`src/rtl/dft_pkg.sv`:
```
// Shared definitions for the DFT stream controller and the dft_block it feeds.
package dft_pkg;

   typedef enum logic [1:0] {
      ST_LOAD  = 2'd0,
      ST_WAIT  = 2'd1,
      ST_FETCH = 2'd2,
      ST_EMIT  = 2'd3
   } state_t;

   localparam int NPOINTS = 8;
   localparam logic [7:0] DFT_BASE_ADR = 8'hF8;

endpackage

```
`src/rtl/dft_stream_ctrl.sv`:
```
// Feeds an 8-sample frame into dft_block's input registers, then drains Y0..Y7
// from its output registers onto a valid/ready result stream.
module dft_stream_ctrl
   import dft_pkg::*;
#(
   parameter int               WIDTH    = 8,
   parameter logic [WIDTH-1:0] BASE_ADR = WIDTH'(DFT_BASE_ADR),
   parameter int               SETTLE   = 2
) (
   input  logic             clk,
   input  logic             reset,
   input  logic             in_valid,
   output logic             in_ready,
   input  logic [WIDTH-1:0] in_data,
   output logic             out_valid,
   input  logic             out_ready,
   output logic [WIDTH-1:0] out_data,
   output logic             out_last,
   output logic             busy,
   output logic             memwrite,
   output logic [WIDTH-1:0] adr,
   output logic [WIDTH-1:0] writedata,
   input  logic [WIDTH-1:0] memdata
);

   // Handshakes: a transfer happens on a rising edge where valid and ready are
   // both high; a raised valid keeps its data stable until that transfer.
   localparam int SW   = (SETTLE < 2) ? 1 : $clog2(SETTLE + 1);
   localparam int LAST = NPOINTS - 1;

   state_t           state, state_n;
   logic [2:0]       cnt, cnt_n;
   logic [SW-1:0]    settle_cnt, settle_n;
   logic             memwrite_n, out_valid_n, out_last_n;
   logic [WIDTH-1:0] adr_n, writedata_n, out_data_n;

   function automatic logic [WIDTH-1:0] slot_adr(input logic [2:0] i);
      return {BASE_ADR[WIDTH-1:3], i};
   endfunction

   assign in_ready = (state == ST_LOAD);
   assign busy     = (state != ST_LOAD) || (cnt != 3'd0);

   always_comb begin
      state_n     = state;
      cnt_n       = cnt;
      settle_n    = settle_cnt;
      memwrite_n  = 1'b0;
      adr_n       = adr;
      writedata_n = writedata;
      out_data_n  = out_data;
      out_valid_n = out_valid;
      out_last_n  = out_last;
      case (state)
         ST_LOAD: begin
            if (in_valid) begin
               memwrite_n  = 1'b1;
               adr_n       = slot_adr(cnt);
               writedata_n = in_data;
               cnt_n       = cnt + 3'd1;
               if (cnt == 3'(LAST)) begin
                  state_n  = ST_WAIT;
                  settle_n = SW'(SETTLE);
               end
            end
         end
         // Counts SETTLE down to 0, giving SETTLE+1 cycles for the DFT outputs to settle.
         ST_WAIT: begin
            if (settle_cnt == '0) begin
               state_n = ST_FETCH;
               adr_n   = BASE_ADR;
            end else begin
               settle_n = settle_cnt - SW'(1);
            end
         end
         ST_FETCH: begin
            out_data_n  = memdata;
            out_valid_n = 1'b1;
            out_last_n  = (cnt == 3'(LAST));
            state_n     = ST_EMIT;
         end
         ST_EMIT: begin
            if (out_ready) begin
               out_valid_n = 1'b0;
               if (cnt == 3'(LAST)) begin
                  out_last_n = 1'b0;
                  cnt_n      = 3'd0;
                  state_n    = ST_LOAD;
               end else begin
                  cnt_n   = cnt + 3'd1;
                  adr_n   = slot_adr(cnt + 3'd1);
                  state_n = ST_FETCH;
               end
            end
         end
         default: state_n = ST_LOAD;
      endcase
   end

   always_ff @(posedge clk or posedge reset) begin
      if (reset) begin
         state      <= ST_LOAD;
         cnt        <= 3'd0;
         settle_cnt <= '0;
         memwrite   <= 1'b0;
         adr        <= BASE_ADR;
         writedata  <= '0;
         out_data   <= '0;
         out_valid  <= 1'b0;
         out_last   <= 1'b0;
      end else begin
         state      <= state_n;
         cnt        <= cnt_n;
         settle_cnt <= settle_n;
         memwrite   <= memwrite_n;
         adr        <= adr_n;
         writedata  <= writedata_n;
         out_data   <= out_data_n;
         out_valid  <= out_valid_n;
         out_last   <= out_last_n;
      end
   end

endmodule

```
`config.mk`:
```
export PLATFORM = sky130hd
export DESIGN_NAME = dft_stream_ctrl
export DESIGN_NICKNAME = d
export VERILOG_FILES = /design/src/rtl/dft_pkg.sv /design/src/rtl/dft_stream_ctrl.sv
export SDC_FILE = /design/constraint.sdc
export NUM_CORES = 1
export LEC_CHECK = 0
export ABC_AREA = 1
export ABC_CLOCK_PERIOD_IN_PS = 2900
export CAP_MARGIN = 20
export CELL_PAD_IN_SITES_DETAIL_PLACEMENT = 1
export CELL_PAD_IN_SITES_GLOBAL_PLACEMENT = 1
export CORE_MARGIN = 8
export CORE_UTILIZATION = 35
export CTS_CLUSTER_DIAMETER = 120
export DETAILED_ROUTE_END_ITERATION = 10
export PLACE_DENSITY = 0.82
export SYNTH_ARGS = -nofsm -noshare
export SYNTH_HDL_FRONTEND = slang
export SYNTH_SLANG_ARGS = --single-unit
```
`constraint.sdc`:
```
create_clock -name clk -period 2.9 [get_ports clk]
set_input_delay 0.435 -clock clk [delete_from_list [all_inputs] [get_ports clk]]
set_output_delay 0.435 -clock clk [all_outputs]
set_load 0.05 [all_outputs]
```
== After elaboration in Yosys (flattened, before gate mapping) ==
Cells that the tools add are included.
Storage, ports and cells
  bits in registers: 34
  input port bits: 20
  logic and storage cells: 64
Operators by class
  $add $sub $neg: 2
  equality and inequality tests: 11
  muxes and demuxes: 26
  reductions and logical operators: 16
Operators by type and width (number)
  $mux 8: 4
  $pmux 8 s3: 1
  $mux 2: 8
  $ne 2x2->1 const B: 6
  $mux 3: 3
  $pmux 2 s4: 1
  $reduce_and 4->1: 2
  $reduce_bool 2->1: 4
  $pmux 3 s2: 1
  $reduce_and 3->1: 2
  $reduce_bool 3->1: 2
  $mux 1: 5
  $reduce_and 5->1: 1
  $eq 2x2->1 const B: 2
  $logic_not 2->1: 2
  $pmux 1 s2: 2
  $pmux 2 s2: 1
  $reduce_and 2->1: 2
  $add 3x1->3 const B: 1
  $eq 3x3->1 const B: 1
  $eq 2x1->1 const B: 1
  $ne 2x1->1 const B: 1
  $sub 2x1->2 const B: 1
  $logic_or 1x1->1: 1

== Logic depth before layout (Yosys ltp) ==
Gate-level depths: netlist of run 1.
  depth after elaboration: 4
  depth in mapped cells: 9
  mapped depth without buffers: 9

== Worst setup path after synthesis of run 1 ==
OpenSTA, ideal clock, no wires.
  kind: flip-flop to output port
  start: reg state[1]
  end: out busy
  data arrival time: 1.182 ns
  required time: 2.465 ns
  path slack: 1.283 ns
  cell stages (with the launch flop): 4
  buffers on the path: 1
  path through: dfrtp_1 > buf_6 > nor2_8 > nand3_1
Between the ends
  longest elaborated chain between the ends: 2
Ends and longest elaborated chain
  start: declaration: line dft_stream_ctrl.sv:31  | state_t state, state_n;
  start signal: assignment: line dft_stream_ctrl.sv:112  | state <= state_n;
  $reduce_bool 2->1: line dft_stream_ctrl.sv:42  | assign busy = (state != ST_LOAD) || (cnt != 3'd0);
  $logic_or 1x1->1: line dft_stream_ctrl.sv:42
  end: declaration: line dft_stream_ctrl.sv:19  | output logic busy,
Every way passes these cells.

== Worst setup path after layout of run 1 ==
  start: reg state[0]
  end: out busy
The elaborated chain is that of the path after synthesis.

==> results of run 1 <==
## worst min-delay path by stage
stage	start	to	slack (ps)	depth (start not counted)
floorplan	settle_cnt[0]	settle_cnt[0]	470	2
global placement	adr[1]	adr[1]	460	2
detailed placement	writedata[3]	writedata[3]	470	2
CTS	writedata[3]	writedata[3]	480	2
global route	out_valid	out_valid	520	2
finish	writedata[3]	writedata[3]	490	2
## critical path, delay by kind of cell, from the launching register on
kind                   cells  cell delay, ps
buffers and inverters      1             800
flip-flops                 1             680
AND/OR/NAND/NOR            2             150
## per-layer routing
layer,up-vias,global-route usage
li1,547,-
met1,576,0.142
met2,35,0.244
met3,7,0.0405
met4,0,0.0655
met5,-,0
## cell usage after synthesis
cell and count:
a21oi_1 1, a31oi_1 1, buf_4 5, buf_6 3, conb_1 1, dfrtp_1 29, ha_1 5, inv_1 11
inv_2 2, inv_4 1, inv_8 1, mux2_2 1, mux2_4 7, nand2_1 58, nand2_4 2, nand3_1 8
nand3_2 1, nand4_1 1, nor2_1 1, nor2_8 1, o211ai_1 1, o21ai_0 6, o21ai_2 1
## sequential cells by signal, indices dropped and copies added (netlist names)
name        count
state           2
memwrite        1
settle_cnt      2
cnt             3
adr             3
writedata       8
out_data        8
out_last        1
out_valid       1
## area by class of cell
cell class	instances	area share
clock buffer	7	0.0489
clock inverter	1	0.00254
inverter	15	0.0337
multi-input combinational	100	0.292
sequential	29	0.368
tap	50	0.0318
timing repair buffer	44	0.222
## cell families (layout without fill, tap and decap cells)
family,Yosys count,count (layout),share of synthesized area
buffers and inverters,23,67,0.0967
adder cells (fa/ha/maj),5,5,0.0439
AND/OR/NAND/NOR,72,72,0.225
flip-flops,29,29,0.510
AO/OA/AOI/OAI,10,10,0.0404
multiplexers,8,8,0.0817
other,1,5,0.00263
## through the flow
stage	worst slack (ps)	total power (W)	instance area, sq um	hold WS [ps]
floorplan	1280	0.00167	1440	468
global placement	899	0.00201	1870	459
detailed placement	856	0.00207	1870	468
CTS	536	0.00246	1970	484
global route	490	0.00257	1970	519
finish	559	0.00243	1970	486
## power by group
part / switching (W) / internal (W)
registers: 0.000143 / 0.000575
logic: 0.000863 / 0.000479
clock network: 0.000153 / 0.000214
==> reports/qor.csv, run 1 <==
metric,value,unit
outcome,"finished, final reports clean",
Buffers on Ports,43,
maximum vdd ir drop,0.000354,V
final net count,220,
final WL,4040,um
Worst EP arrival,1910,ps
largest area contributor in the netlist,dfrtp_1,
flop2flop setup slack,1470,ps
critical-path cell list,"nor2_8, nand3_1, clkdlybuf4s50_1",
Register Area,726,sq um
Mapped Cells,148,
clock root cell,clkbuf_8,
PwrDens,1230,nW/um^2
highest-delay cell along the critical path,clkdlybuf4s50_1,
Routed met3 length,215,um
antenna violations before repair,0,
number of global-route vias before repair,1313,
ratio of final minimum period to clock period,0.807,
Tmin final,2340,ps
Tightest Hold Check Type,flop to flop,
FF-to-FF Start,cnt[0],
Finished Layout Cells,246,
Reg2Reg Capture Point,adr[1],
placed cells,238,
Core Region,3970,sq um
post-layout util,0.496,
Post CTS Setup Buffer Count,0,
"top cells by area, synth","dfrtp_1, nand2_1, mux2_4, ha_1, inv_1",
clock-pin slew on the worst setup and hold paths,60,ps
CTS resizes,0,
M1 WL,1620,um
max-cap violations,0,
critical path data required time,2470,ps
CTS Hold Bufs,0,
final setup fails,0,
die height,79.8,um
Layout area overhead,38.3,%
DIE WIDTH,79.8,um
Worst setup EP type,output port,
crit path max fanout,8,
ant diodes,0,
Tot GR Track Use,0.136,
"Seq/Total Area, Yosys",0.510,
layout cell share with drive strength beyond 1,0.133,
Routed WL per cell,16.4,um
Final Hold Fails,0,
Synth Warn #,0,
CTS tree,built,
Detailed Place HPWL,3150,um
"commonest non-fill, non-tap cell in the layout",nand2_1,
row cnt,23,
first-pass GRT wire length,6710,um
FF-to-FF path depth,8,
Worst-Skew Late Latency,280,ps
Post-Syn Area,1420,sq um
antenna-violating nets left,0,
Pleak,1.00,nW
"commonest cells after routing, fill and taps aside","nand2_1, clkdlybuf4s50_1, dfrtp_1",
kind of critical path,flop to output port,
clock sink count,29,
setup_tns,0,ps
"slowest stage delay, CP",800,ps
Initial DRC Count,39,
syn avg cell area,9.62,sq um
Clock Skews,5.73,ps
synth unique cells,23,
largest net degree at the start of global routing,30,
CTS Buffer Depth,2,
Yosys reg bits,29,
area of the multi-input gates,576,sq um
DRT Pass-1 Iters,4,
H-Tree Depth,2,
slew of the pin with the lowest slew margin,537,ps
"Slew Viols, Final",0,
vias per cell,4.74,
RSZ-0062 raised after global routing,no,
max frequency,0.427,GHz
total grt overflow,0,
io pins,49,
Worst setup endpoint,busy,
highest routed metal layer,met4,
CP Launch Type,flop,
Synth top area share,0.510,
via count of the routed design,1165,
final RePlAce weighted congestion,0.787,
Slew HR,0.642,
full die area,6360,sq um
met2 WL post-DR,2130,um
CP Launch Point,state[0],
Fillers,450,
DRC Markers,0,
CTS Buf Count,5,
Starting Density,0.359,
Power figures use the tool's default switching activity.
==> inputs of run 2 (changes only) <==
Settings changed: ABC_CLOCK_PERIOD_IN_PS 2900 to 2200, CORE_UTILIZATION 35 to 33, PLACE_DENSITY 0.82 to 0.78.
Clock period 2.9 ns to 2.2 ns, I/O delays scaled along.
==> run 2 against run 1 <==
Effect of this change: setup slack got worse by 150 ps; global-route usage is 1.5 points lower; clock skew shrank 2.0 ps; largest power group unchanged.
==> reports/qor.csv, run 2 (same netlist as run 1, synthesis figures left out) <==
metric,value,unit,change
register share of total power,0.291,,-0.005
Detailed Place HPWL,2730,um,-13%
highest-delay cell along the critical path,clkdlybuf4s50_1,,
ratio of final minimum period to clock period,0.813,,
CTS tree,built,,
ant diodes,0,,unchanged
Starting Density,0.334,,-0.0246
crit path max fanout,2,,-6
PwrDens,1630,nW/um^2,+32%
largest net degree at the start of global routing,19,,-37%
DRC Markers,0,,unchanged
Tmin final,1790,ps,
Finished Layout Cells,249,,+1.2%
maximum vdd ir drop,0.000564,V,+59%
Buf/Inv on CP,1,,unchanged
Core Region,4260,sq um,+7.4%
final RePlAce weighted congestion,0.760,,-3.5%
Pint,0.00176,W,+38%
critical path data required time,1870,ps,-600 ps
Final Hold Fails,0,,unchanged
area of the multi-input gates,576,sq um,unchanged
slew of the pin with the lowest slew margin,534,ps,-2.90 ps
Slew HR,0.644,,+0.00193
met2 WL post-DR,1690,um,-20%
Pleak,1.01,nW,+1.1%
total grt overflow,0,,unchanged
Fillers,508,,+13%
number of global-route vias before repair,1270,,-3.3%
DIE WIDTH,81.7,um,+2.4%
first-pass GRT wire length,6310,um,-6.0%
"commonest non-fill, non-tap cell in the layout",nand2_1,,
CTS Hold Bufs,0,,unchanged
"Slew Viols, Final",0,,unchanged
family with the most delay on the worst path,buffers and inverters,,
CTS resizes,0,,unchanged
worst setup margin,412,ps,-147 ps
Initial DRC Count,61,,+56%
row cnt,24,,+4.3%
final net count,221,,+0.45%
Post CTS Setup Buffer Count,0,,unchanged
post-layout util,0.467,,-0.0294
io pins,49,,unchanged
CTS Buf Count,5,,unchanged
highest routed metal layer,met4,,
CP Launch Type,flop,,
H-Tree Depth,2,,unchanged
"slowest stage delay, CP",810,ps,about the same
vias per cell,4.57,,-3.6%
clock sink count,29,,unchanged
Routed met3 length,298,um,+39%
Buffers on Ports,43,,unchanged
outcome,"finished, final reports clean",,
Largest regs,"out_data x8, writedata x8",,
switching share of total power,0.459,,-0.0186
final WL,3510,um,-13%
Register Area,726,sq um,unchanged
Clock Skews,3.74,ps,-2.00 ps
kind of critical path,flop to output port,,
CTS Buffer Depth,2,,unchanged
setup_tns,0,ps,unchanged
full die area,6670,sq um,+4.8%
setup slack at placement,690,ps,-165 ps
Power Total,0.00325,W,+34%
critical-path cell list,clkdlybuf4s50_1,,
die height,81.7,um,+2.4%
Worst setup EP type,output port,,
antenna-violating nets left,0,,unchanged
clock-pin slew on the worst setup and hold paths,60,ps,about the same
Worst EP arrival,1460,ps,-450 ps
M1 WL,1480,um,-8.8%
final setup fails,0,,unchanged
placed cells,241,,+1.3%
Tot GR Track Use,0.122,,-0.0146
Worst-Skew Late Latency,270,ps,about the same
antenna violations before repair,0,,unchanged
DRT Pass-1 Iters,4,,unchanged
layout cell share with drive strength beyond 1,0.142,,+0.00948
clock root cell,clkbuf_8,,
Sw Pwr,0.00149,W,+29%
Comb power frac,0.535,,-0.018
via count of the routed design,1137,,-2.4%
max-cap violations,0,,unchanged
Tightest Hold Check Type,primary input to async pin,,
clock share of power,0.174,,+0.023
"commonest cells after routing, fill and taps aside","nand2_1, clkdlybuf4s50_1, dfrtp_1",,
RSZ-0062 raised after global routing,no,,
Layout area overhead,39.7,%,
max frequency,0.559,GHz,
Routed WL per cell,14.1,um,-14%
[run 2: cell count changes in the layout (fill, tap and decap cells not counted)]
cell / before / now
clkdlybuf4s50_1: 43 / 41
clkinv_2: 1 / 0
buf_4: 1 / 4
clkbuf_8: 7 / 6
bufinv_16: 0 / 1
clkbuf_1: 0 / 1
[run 2: power by group through the flow]
| stage | clock network, W | registers (W) | logic, W |
|---|---|---|---|
| 3_3_place_gp | 0 | 0.000944 | 0.00172 |
| 4_1_cts | 0.000585 | 0.000950 | 0.00177 |
| 6_report | 0.000564 | 0.000945 | 0.00174 |
| 2_1_floorplan | 0 | 0.00147 | 0.000735 |
| 3_5_place_dp | 0 | 0.000960 | 0.00176 |
| 5_1_grt | 0.000609 | 0.000990 | 0.00190 |
[run 2: metal layers]
layer  GRT usage  vias to the layer above
li1            -                      548
met1       0.144                      548
met2       0.200                       36
met3      0.0416                        5
met4      0.0474                        0
met5           0                        -
[run 2: stage by stage]
stage	hold slack, ps	instance area (sq um)
detailed placement	464	1870
global placement	462	1870
floorplan	408	1440
global route	372	1990
CTS	365	1990
finish	359	1990
[run 2: worst reg2reg max path, cell delays in order, from the launching register on]
cell     delay [ps]
dfrtp_1         410
ha_1            230
ha_1            190
inv_1            90
nand2_1          60
nand2_1         140
nand2_1         120
nand2_1          70
nand2_1          40
[run 2: worst paths after layout]
check	start	end	slack, ps	depth (start not counted)
max	out_valid	out_valid	410	1
max in group asynchronous	reset	writedata[5]	1590	3
max reg2reg	cnt[0]	adr[1]	750	8
min reg2reg	writedata[1]	writedata[1]	480	2
min	reset	out_data[0]	360	3
min in group clk	writedata[1]	writedata[1]	480	2
[run 2: area by class of cell]
cell class                      instances  share of cell area
Clock buffer                            7              0.0434
Tap cell                               52              0.0327
Clock inverter                          1              0.0151
Inverter                               15              0.0333
Sequential cell                        29               0.365
Multi-Input combinational cell        100               0.289
Timing Repair Buffer                   45               0.221
